===== config.mk =====
export PLATFORM = sky130hd
export DESIGN_NAME = ps2_key_rx
export DESIGN_NICKNAME = d
export VERILOG_FILES = /design/src/rtl/ps2_key_rx.sv
export SDC_FILE = /design/constraint.sdc
export NUM_CORES = 1
export LEC_CHECK = 0
export ABC_AREA = 1
export CAP_MARGIN = 10
export CELL_PAD_IN_SITES_DETAIL_PLACEMENT = 1
export CELL_PAD_IN_SITES_GLOBAL_PLACEMENT = 1
export CORE_UTILIZATION = 40
export DETAILED_ROUTE_END_ITERATION = 16
export PLACE_DENSITY_LB_ADDON = 0.1
export SLEW_MARGIN = 20
export SYNTH_ARGS = -nofsm -noshare
export SYNTH_HDL_FRONTEND = slang
export SYNTH_SLANG_ARGS = --single-unit

===== constraint.sdc =====
create_clock -name iCLK -period 1.9 [get_ports iCLK]
set_input_delay 0.38 -clock iCLK [delete_from_list [all_inputs] [get_ports iCLK]]
set_output_delay 0.38 -clock iCLK [all_outputs]
set_load 0.05 [all_outputs]

===== src/rtl/ps2_key_rx.sv =====
// ps2_key_rx: PS/2 device-to-host receiver for the keyboard port.
// Synchronises and de-glitches the PS/2 clock and data lines, deserialises
// 11-bit frames (start, 8 data LSB first, odd parity, stop), and tracks the
// make/break state of one configured Set-2 key for the game flap input.
//
// Ports:
//   iCLK       system clock (50 MHz)
//   iRST       asynchronous active-low reset
//   iPS2_CLK   raw PS/2 clock pin (asynchronous)
//   iPS2_DAT   raw PS/2 data pin (asynchronous)
//   oDATA      last correctly received byte
//   oVALID     one-cycle strobe, oDATA updated
//   oERR       one-cycle strobe, parity/stop/timeout error
//   oKEY_DOWN  level, tracked key currently held
//   oFLAP      one-cycle strobe on the first make of the tracked key
module ps2_key_rx #(
  parameter int unsigned FILTER_LEN = 8,
  parameter int unsigned TIMEOUT    = 10000,
  parameter logic [7:0]  KEY_CODE   = 8'h29
) (
  input  logic       iCLK,
  input  logic       iRST,
  input  logic       iPS2_CLK,
  input  logic       iPS2_DAT,
  output logic [7:0] oDATA,
  output logic       oVALID,
  output logic       oERR,
  output logic       oKEY_DOWN,
  output logic       oFLAP
);

  localparam int unsigned CNT_W    = $clog2(TIMEOUT);
  localparam int unsigned BYTE_W   = 8;
  localparam logic [CNT_W-1:0] CNT_LAST = CNT_W'(TIMEOUT - 1);
  localparam logic [7:0] CODE_BREAK = 8'hF0;
  localparam logic [7:0] CODE_EXT   = 8'hE0;

  typedef enum logic [1:0] {
    S_IDLE,
    S_DATA,
    S_PARITY,
    S_STOP
  } state_t;

  // Input conditioning registers
  logic [1:0]            clk_sync;
  logic [1:0]            dat_sync;
  logic [FILTER_LEN-1:0] filt_sr;
  logic                  filt_clk;
  logic                  dat_s_c;
  logic                  fall_c;

  // Receiver state
  state_t            state_q, state_nxt;
  logic [2:0]        bit_cnt_q, bit_cnt_nxt;
  logic [BYTE_W-1:0] shreg_q, shreg_nxt;
  logic              par_q, par_nxt;
  logic [BYTE_W-1:0] data_nxt;
  logic              valid_nxt;
  logic              err_nxt;

  // Inter-fall cycle counter
  logic [CNT_W-1:0]  to_cnt;
  logic [CNT_W-1:0]  cnt_nxt_c;
  logic              timeout_c;

  // Decoder prefix flags
  logic              brk_q;
  logic              ext_q;

  // Two-flop synchronisers and clock glitch filter shift register
  always_ff @(posedge iCLK or negedge iRST) begin
    if (!iRST) begin
      clk_sync <= 2'b11;
      dat_sync <= 2'b11;
      filt_sr  <= '1;
      filt_clk <= 1'b1;
    end else begin
      clk_sync <= {clk_sync[0], iPS2_CLK};
      dat_sync <= {dat_sync[0], iPS2_DAT};
      filt_sr  <= {filt_sr[FILTER_LEN-2:0], clk_sync[1]};
      // Hysteresis: only a unanimous filter window moves the filtered clock
      if (filt_sr == '0) begin
        filt_clk <= 1'b0;
      end else if (filt_sr == '1) begin
        filt_clk <= 1'b1;
      end
    end
  end

  assign dat_s_c = dat_sync[1];
  assign fall_c  = filt_clk & (filt_sr == '0);

  // Saturating count of cycles since the last sample event
  assign cnt_nxt_c = (to_cnt == CNT_LAST) ? to_cnt : to_cnt + CNT_W'(1);
  assign timeout_c = (state_q != S_IDLE) && !fall_c && (cnt_nxt_c == CNT_LAST);

  always_ff @(posedge iCLK or negedge iRST) begin
    if (!iRST) begin
      to_cnt <= '0;
    end else if (fall_c) begin
      to_cnt <= '0;
    end else begin
      to_cnt <= cnt_nxt_c;
    end
  end

  // Receiver state register
  always_ff @(posedge iCLK or negedge iRST) begin
    if (!iRST) begin
      state_q   <= S_IDLE;
      bit_cnt_q <= '0;
      shreg_q   <= '0;
      par_q     <= 1'b0;
      oDATA     <= '0;
      oVALID    <= 1'b0;
      oERR      <= 1'b0;
    end else begin
      state_q   <= state_nxt;
      bit_cnt_q <= bit_cnt_nxt;
      shreg_q   <= shreg_nxt;
      par_q     <= par_nxt;
      oDATA     <= data_nxt;
      oVALID    <= valid_nxt;
      oERR      <= err_nxt;
    end
  end

  // Receiver next-state and output logic
  always_comb begin
    state_nxt   = state_q;
    bit_cnt_nxt = bit_cnt_q;
    shreg_nxt   = shreg_q;
    par_nxt     = par_q;
    data_nxt    = oDATA;
    valid_nxt   = 1'b0;
    err_nxt     = 1'b0;

    case (state_q)
      S_IDLE: begin
        // A high data line on a fall is not a start bit; ignore it silently
        if (fall_c && !dat_s_c) begin
          state_nxt   = S_DATA;
          bit_cnt_nxt = '0;
        end
      end
      S_DATA: begin
        if (fall_c) begin
          shreg_nxt = {dat_s_c, shreg_q[BYTE_W-1:1]};
          if (bit_cnt_q == 3'd7) begin
            state_nxt = S_PARITY;
          end else begin
            bit_cnt_nxt = bit_cnt_q + 3'd1;
          end
        end
      end
      S_PARITY: begin
        if (fall_c) begin
          par_nxt   = dat_s_c;
          state_nxt = S_STOP;
        end
      end
      S_STOP: begin
        if (fall_c) begin
          state_nxt = S_IDLE;
          if (dat_s_c && (^{shreg_q, par_q})) begin
            data_nxt  = shreg_q;
            valid_nxt = 1'b1;
          end else begin
            err_nxt = 1'b1;
          end
        end
      end
      default: begin
        state_nxt = S_IDLE;
      end
    endcase

    if (timeout_c) begin
      state_nxt = S_IDLE;
      err_nxt   = 1'b1;
    end
  end

  // Make/break decoder, updated on the same edge that raises oVALID
  always_ff @(posedge iCLK or negedge iRST) begin
    if (!iRST) begin
      brk_q     <= 1'b0;
      ext_q     <= 1'b0;
      oKEY_DOWN <= 1'b0;
      oFLAP     <= 1'b0;
    end else begin
      oFLAP <= 1'b0;
      if (err_nxt) begin
        brk_q <= 1'b0;
        ext_q <= 1'b0;
      end else if (valid_nxt) begin
        if (shreg_q == CODE_BREAK) begin
          brk_q <= 1'b1;
        end else if (shreg_q == CODE_EXT) begin
          ext_q <= 1'b1;
        end else begin
          brk_q <= 1'b0;
          ext_q <= 1'b0;
          if ((shreg_q == KEY_CODE) && !ext_q) begin
            if (brk_q) begin
              oKEY_DOWN <= 1'b0;
            end else if (!oKEY_DOWN) begin
              // Typematic repeats arrive with the key already down
              oKEY_DOWN <= 1'b1;
              oFLAP     <= 1'b1;
            end
          end
        end
      end
    end
  end

endmodule


; ---- After elaboration in Yosys (flattened, before gate mapping)
; Index checks and enable logic that the tools add are counted.
; Widths: inputs -> output; s select.
[op_classes]
div = 0
n_eq_ne = 20
n_addsub = 2
n_mux = 38
magnitude_cmp = 0
reduce_logical = 23
mul = 0
shift = 0
bitwise_logic = 4
[op_table]
columns = cell, count
row1 = $eq 14x14->1 const B, 2
row2 = $mux 14, 2
row3 = $mux 1, 25
row4 = $eq 8x8->1 const B, 3
row5 = $ne 3x3->1 const B, 6
row6 = $add 14x1->14 const B, 1
row7 = $mux 2, 6
row8 = $reduce_and 5->1, 2
row9 = $mux 3, 3
row10 = $reduce_xor 9->1, 1
row11 = $eq 8x6->1 const B, 1
row12 = $logic_not 8->1, 1
row13 = $ne 2x2->1 const B, 4
row14 = $pmux 2 s4, 1
row15 = $reduce_and 2->1, 4
row16 = $reduce_bool 2->1, 4
row17 = $pmux 3 s2, 1
row18 = $logic_and 1x1->1, 5
row19 = $eq 2x2->1 const B, 2
row20 = $reduce_and 4->1, 1
row21 = $add 3x1->3 const B, 1
row22 = $eq 3x3->1 const B, 1
row23 = $logic_not 1->1, 3
row24 = $not 1->1, 3
row25 = 4 further kinds, 4
[totals]
regBits = 55
mem_count = 0
output_inout_bits = 12
latchBits = 0
in_bits = 4
mem_bits_rw = 0
elab_cells = 103
romBits = 0

; ---- Logic depth before layout (Yosys ltp)
[depth]
word_depth = 8
mapped_depth = 15
ltp_nobuf = 15

; ---- Least setup slack after synthesis
; No wires, ideal clock.
[synth_timing]
path_type = register to register
startpoint = register to_cnt[0]
endpoint = register state_q[1]
path_buffers = 0
setup_slack_ps = 185
path_stages_with_launch = 13
setup_time_ps = 117
required_time_ps = 1783
arrival_time_ps = 1597
period_less_slack_ps = 1715
path_cell_list = dfrtp_1 > ha_1 > nand3_2 > nor2_1 > nand2_1 > o21ai_1 > nand3_1 > nor2_1 > nand4_1 > nand2_1 > nand2_1 > nand2_1 > nand2_1
[synth_via]
elab_chain_len = 6
word_cells_on_any_way = 12
[synth_lines]
columns = item, line
row1 = from (decl), 63  ; logic [CNT_W-1:0] to_cnt;
row2 = from (signal assigned), 104  ; to_cnt <= cnt_nxt_c;
row3 = $add 14x1->14 or $eq 14x14->1 (tied branches), 95  ; assign cnt_nxt_c = (to_cnt == CNT_LAST) ? to_cnt : to_cnt + CNT_W'(1);
row4 = $mux 14 *, 95
row5 = $eq 14x14->1 *, 96  ; assign timeout_c = (state_q != S_IDLE) && !fall_c && (cnt_nxt_c == CNT_LAST);
row6 = $logic_and 1x1->1 *, 96
row7 = $ne 3x3->1 (no source line), --
row8 = $reduce_and 5->1 (no source line), --
row9 = to (signal assigned), 119  ; state_q <= state_nxt;
row10 = to (decl), 54  ; state_t state_q, state_nxt;
; Mark *: on every way between the ends. The rest lies on a longest branch, timed or not.
; A chain may end at the register's enable or synchronous reset.

; ---- Worst setup path after layout
[layout_timing]
startpoint = register to_cnt[0]
endpoint = register ext_q
[layout_via]
elab_chain_len = 7
word_cells_on_any_way = 10
[layout_lines]
columns = item, line
row1 = $add 14x1->14 or $eq 14x14->1 (tied branches), 95
row2 = $mux 14 *, 95
row3 = $eq 14x14->1 *, 96
row4 = $logic_and 1x1->1 *, 96
row5 = $mux 1 *, 179  ; if (timeout_c) begin
row6 = $ne 2x2->1 (no source line) or $reduce_bool 2->1 (tied branches), --
row7 = $reduce_and 2->1 (no source line), --
row8 = to (signal assigned), 189  ; ext_q <= 1'b0;
row9 = to (signal assigned), 196  ; ext_q <= 1'b0;
row10 = to (signal assigned), 201  ; ext_q <= 1'b1;
row11 = to (decl), 69  ; logic ext_q;
; Marked as above.

==> impl_metrics.json <==
{
  "core_um2": 6760,
  "yosys.area_share.simple": 0.335,
  "power.share.clock": 0.243,
  "yosysWarnings": 0,
  "max-slew-margin-rel": 0.659,
  "syn_inst": 346,
  "crit_path_max_incr_delay_ns": 0.43,
  "r2r_start": "to_cnt[0]$_DFF_PN0_",
  "final_util": 0.508,
  "setup_slack_ns": -0.0421,
  "ant_nets": 0,
  "antenna_found_initial": 0,
  "worstSetupPathType": "reg -> reg",
  "status": "finished with violations",
  "switching_share": 0.340,
  "yosys.area.top_type_share": 0.378,
  "rsz0062_at_grt": "yes",
  "yosysSeqAreaShare": 0.500,
  "dp_hpwl_mm": 4.73,
  "ir_drop_v": 0.000307,
  "muxShareOfSynthArea": 0,
  "cpMostUsedCell": "nand2_1",
  "crit_buf_inv": 0,
  "setup_tns_ns": -0.0979,
  "ys_types": 33,
  "cts_max_path_buffers": 2,
  "synth_top_family_by_area": "simple AND/OR/NAND/NOR gates",
  "wl_per_cell_um": 14.4,
  "ys_top_cells_by_area": "dfrtp_1 38%, nand2_1 14%, dfstp_2 12%, nor2_1 6.1%, inv_1 4.6%",
  "nets": 393,
  "grt_pass1_vias": 2495,
  "grt_usage": 0.200,
  "drt_iter0_drc": 89,
  "grt_pass1_wl_mm": 11.6,
  "cts_root_buf": "clkbuf_8",
  "leakagePower_nw": 1.67,
  "cts_tree": "yes",
  "min_path_type": "in -> async",
  "pwr-share-seq": 0.509,
  "period_minus_slack_ns": 1.94,
  "drc": 0,
  "cp.arrival_ns": 2.14,
  "io_pins": 16,
  "viasPerCell": 5.09,
  "wl_mm": 6.67,
  "start_util": 0.412,
  "clock_skew_ns": 0.0105,
  "firstDrtPassIters": 4,
  "rr_endpoint": "ext_q$_DFFE_PN0P_",
  "path_delay_family": "simple AND/OR/NAND/NOR gates",
  "combPwrFrac": 0.247,
  "syn_avg_cell_area_um2": 8.05,
  "power.switching_w": 0.000959,
  "reg2regPathDepth": 12,
  "cts_buffers": 5,
  "num_rows": 30,
  "fmax_mhz": 515,
  "ys_ff_latch": 55,
  "drive_above_1_share": 0.261,
  "io_buffer_count": 15,
  "violations": "negative setup slack",
  "clock_latency_ns": 0.30,
  "yosysTopAreaCell": "dfrtp_1",
  "finalHoldViolations": 0,
  "cp_slowest_cell": "dfrtp_1",
  "place_congestion": 0.813,
  "path_cells": "ha_4 > nand3_4 > nor2_4 > nand4_1 > nand2_1 > nand2_1 > nor2_1 > nand4_1 > nand2_1 > nand2_1 > nand2_1 > nand2_1",
  "critPathRequiredTime_ns": 2.10,
  "setup_viol": 4,
  "num_vias": 2357,
  "die_area_um2": 7300,
  "hold_ws_ns": 0.0559,
  "slew_viol_final": 0,
  "p_int_w": 0.00186,
  "drv_cap": 0,
  "cellPowerDensity_nw_per_um2": 822,
  "fp.dieH_um": 85.4,
  "syn_nets": 357,
  "htree_levels": 2,
  "clk_pin_slew_ns": 0.10,
  "grt_overflow_total": 0,
  "worstMarginPinSlew_ns": 0.509,
  "cts_sinks": 55,
  "rrSetupSlack_ns": -0.04,
  "synthAdderAreaFrac": 0.0315,
  "fin_crit_sh": 1.02,
  "syn_area_um2": 2780,
  "n_antenna_cell": 0,
  "crit_path_end_kind": "register",
  "syn_to_final_growth_pct": 23.3,
  "synth_xor_area_frac": 0.0126,
  "synth_compound_area_frac": 0.0625,
  "start_kind": "register",
  "dieWidth_um": 85.4,
  "grt_max_degree": 56,
  "path_max_fanout": 6
}
metal layers:
layer / global-route usage / vias to the layer above / routed length [um]
met3: 0.0292 / 4 / 93
li1: - / 1173 / -
met5: 0 / - / 0
met4: 0.0561 / 0 / 63
met1: 0.248 / 1165 / 2950
met2: 0.363 / 15 / 3560
how the worst max path moves through the flow:
stage | from | end | slack, ns | depth (start not counted)
final | to_cnt[0]$_DFF_PN0_ | ext_q$_DFFE_PN0P_ | -0.04 | 12
after global placement | to_cnt[0]$_DFF_PN0_ | brk_q$_DFFE_PN0P_ | 0.05 | 12
after floorplan | to_cnt[0]$_DFF_PN0_ | state_q[1]$_DFFE_PN0P_ | 0.19 | 12
after detailed placement | to_cnt[0]$_DFF_PN0_ | ext_q$_DFFE_PN0P_ | -0.06 | 12
after global routing | to_cnt[0]$_DFF_PN0_ | ext_q$_DFFE_PN0P_ | -0.25 | 14
after CTS | to_cnt[0]$_DFF_PN0_ | ext_q$_DFFE_PN0P_ | 0.002 | 14
what timing repair did:
item | in CTS | in global routing
setup endpoints to repair | 4 | 11
buffers inserted | 2 | 7
hold buffers | 0 | 0
gates resized for setup | 17 | 36
cloned | 0 | 0
pin swaps | 3 | 26
sequential cells by signal (all words and copies together) (netlist names):
name	count
oDATA	8
filt_sr	8
shreg_q	8
oFLAP	1
dat_sync	2
brk_q	1
filt_clk	1
oKEY_DOWN	1
bit_cnt_q	3
oERR	1
to_cnt	14
par_q	1
oVALID	1
state_q	2
ext_q	1
clk_sync	2
cells in the mapped netlist, drive strengths merged:
master	instances
nand3	18
and2	1
o211ai	1
ha	7
nand4	17
a22o	2
xor2	2
nand2	110
o32ai	1
nor2	52
nand3b	1
clkbuf	1
xnor2	2
inv	39
a21oi	6
dfstp	13
o21ai	22
buf	2
nor3	4
or2	2
dfrtp	42
clkinv	1
per-stage QoR:
stage               std cells  total power [W]  cell area (um^2)  setup WS, ns
detailed placement        446          0.00206              3080       -0.0564
finish                    463          0.00282              3430       -0.0421
CTS                       456          0.00282              3240       0.00182
global placement          446          0.00204              3080        0.0482
floorplan                 346          0.00185              2780         0.185
global route              463          0.00299              3430        -0.248
power by group through the flow:
stage	Sequential [W]	Combinational, W	Clock (W)
final	0.00144	0.000698	0.000687
after global routing	0.00146	0.000787	0.000750
after CTS	0.00143	0.000670	0.000721
after detailed placement	0.00143	0.000627	0
after global placement	0.00143	0.000605	0
after floorplan	0.00140	0.000445	0
placed cells by master, fill, tap and decap left out, types with 2 or more instances in the layout:
cell type / instances
o21ai_2: 3
o21ai_0: 16
inv_1: 30
nor2_1: 39
buf_4: 17
nor2_4: 7
o21ai_1: 3
nand2_1: 94
nand2_4: 3
a22o_1: 2
nand3_2: 7
dfrtp_1: 39
inv_2: 8
nor3_1: 4
clkbuf_8: 6
dfstp_2: 13
nand3_1: 9
dfrtp_2: 3
clkdlybuf4s50_1: 10
ha_1: 6
nor2_2: 6
nand3_4: 2
a21oi_1: 6
buf_6: 2
nand2_2: 13
nand4_1: 15
layout make-up:
class,instances,area [um^2]
Fill cell,834,3320
Multi-Input combinational cell,248,1400
Sequential cell,55,1400
Timing Repair Buffer,32,288
Inverter,40,153
Tap cell,80,100
Clock buffer,7,86.3
Clock inverter,1,8.76
logic make-up after synthesis:
logic type | count (synthesis)
compound gates | 32
xor+xnor | 4
fa+ha+maj | 7
buf+inv | 43
flops | 55
simple gates | 205
Power figures use the tool's default switching activity.
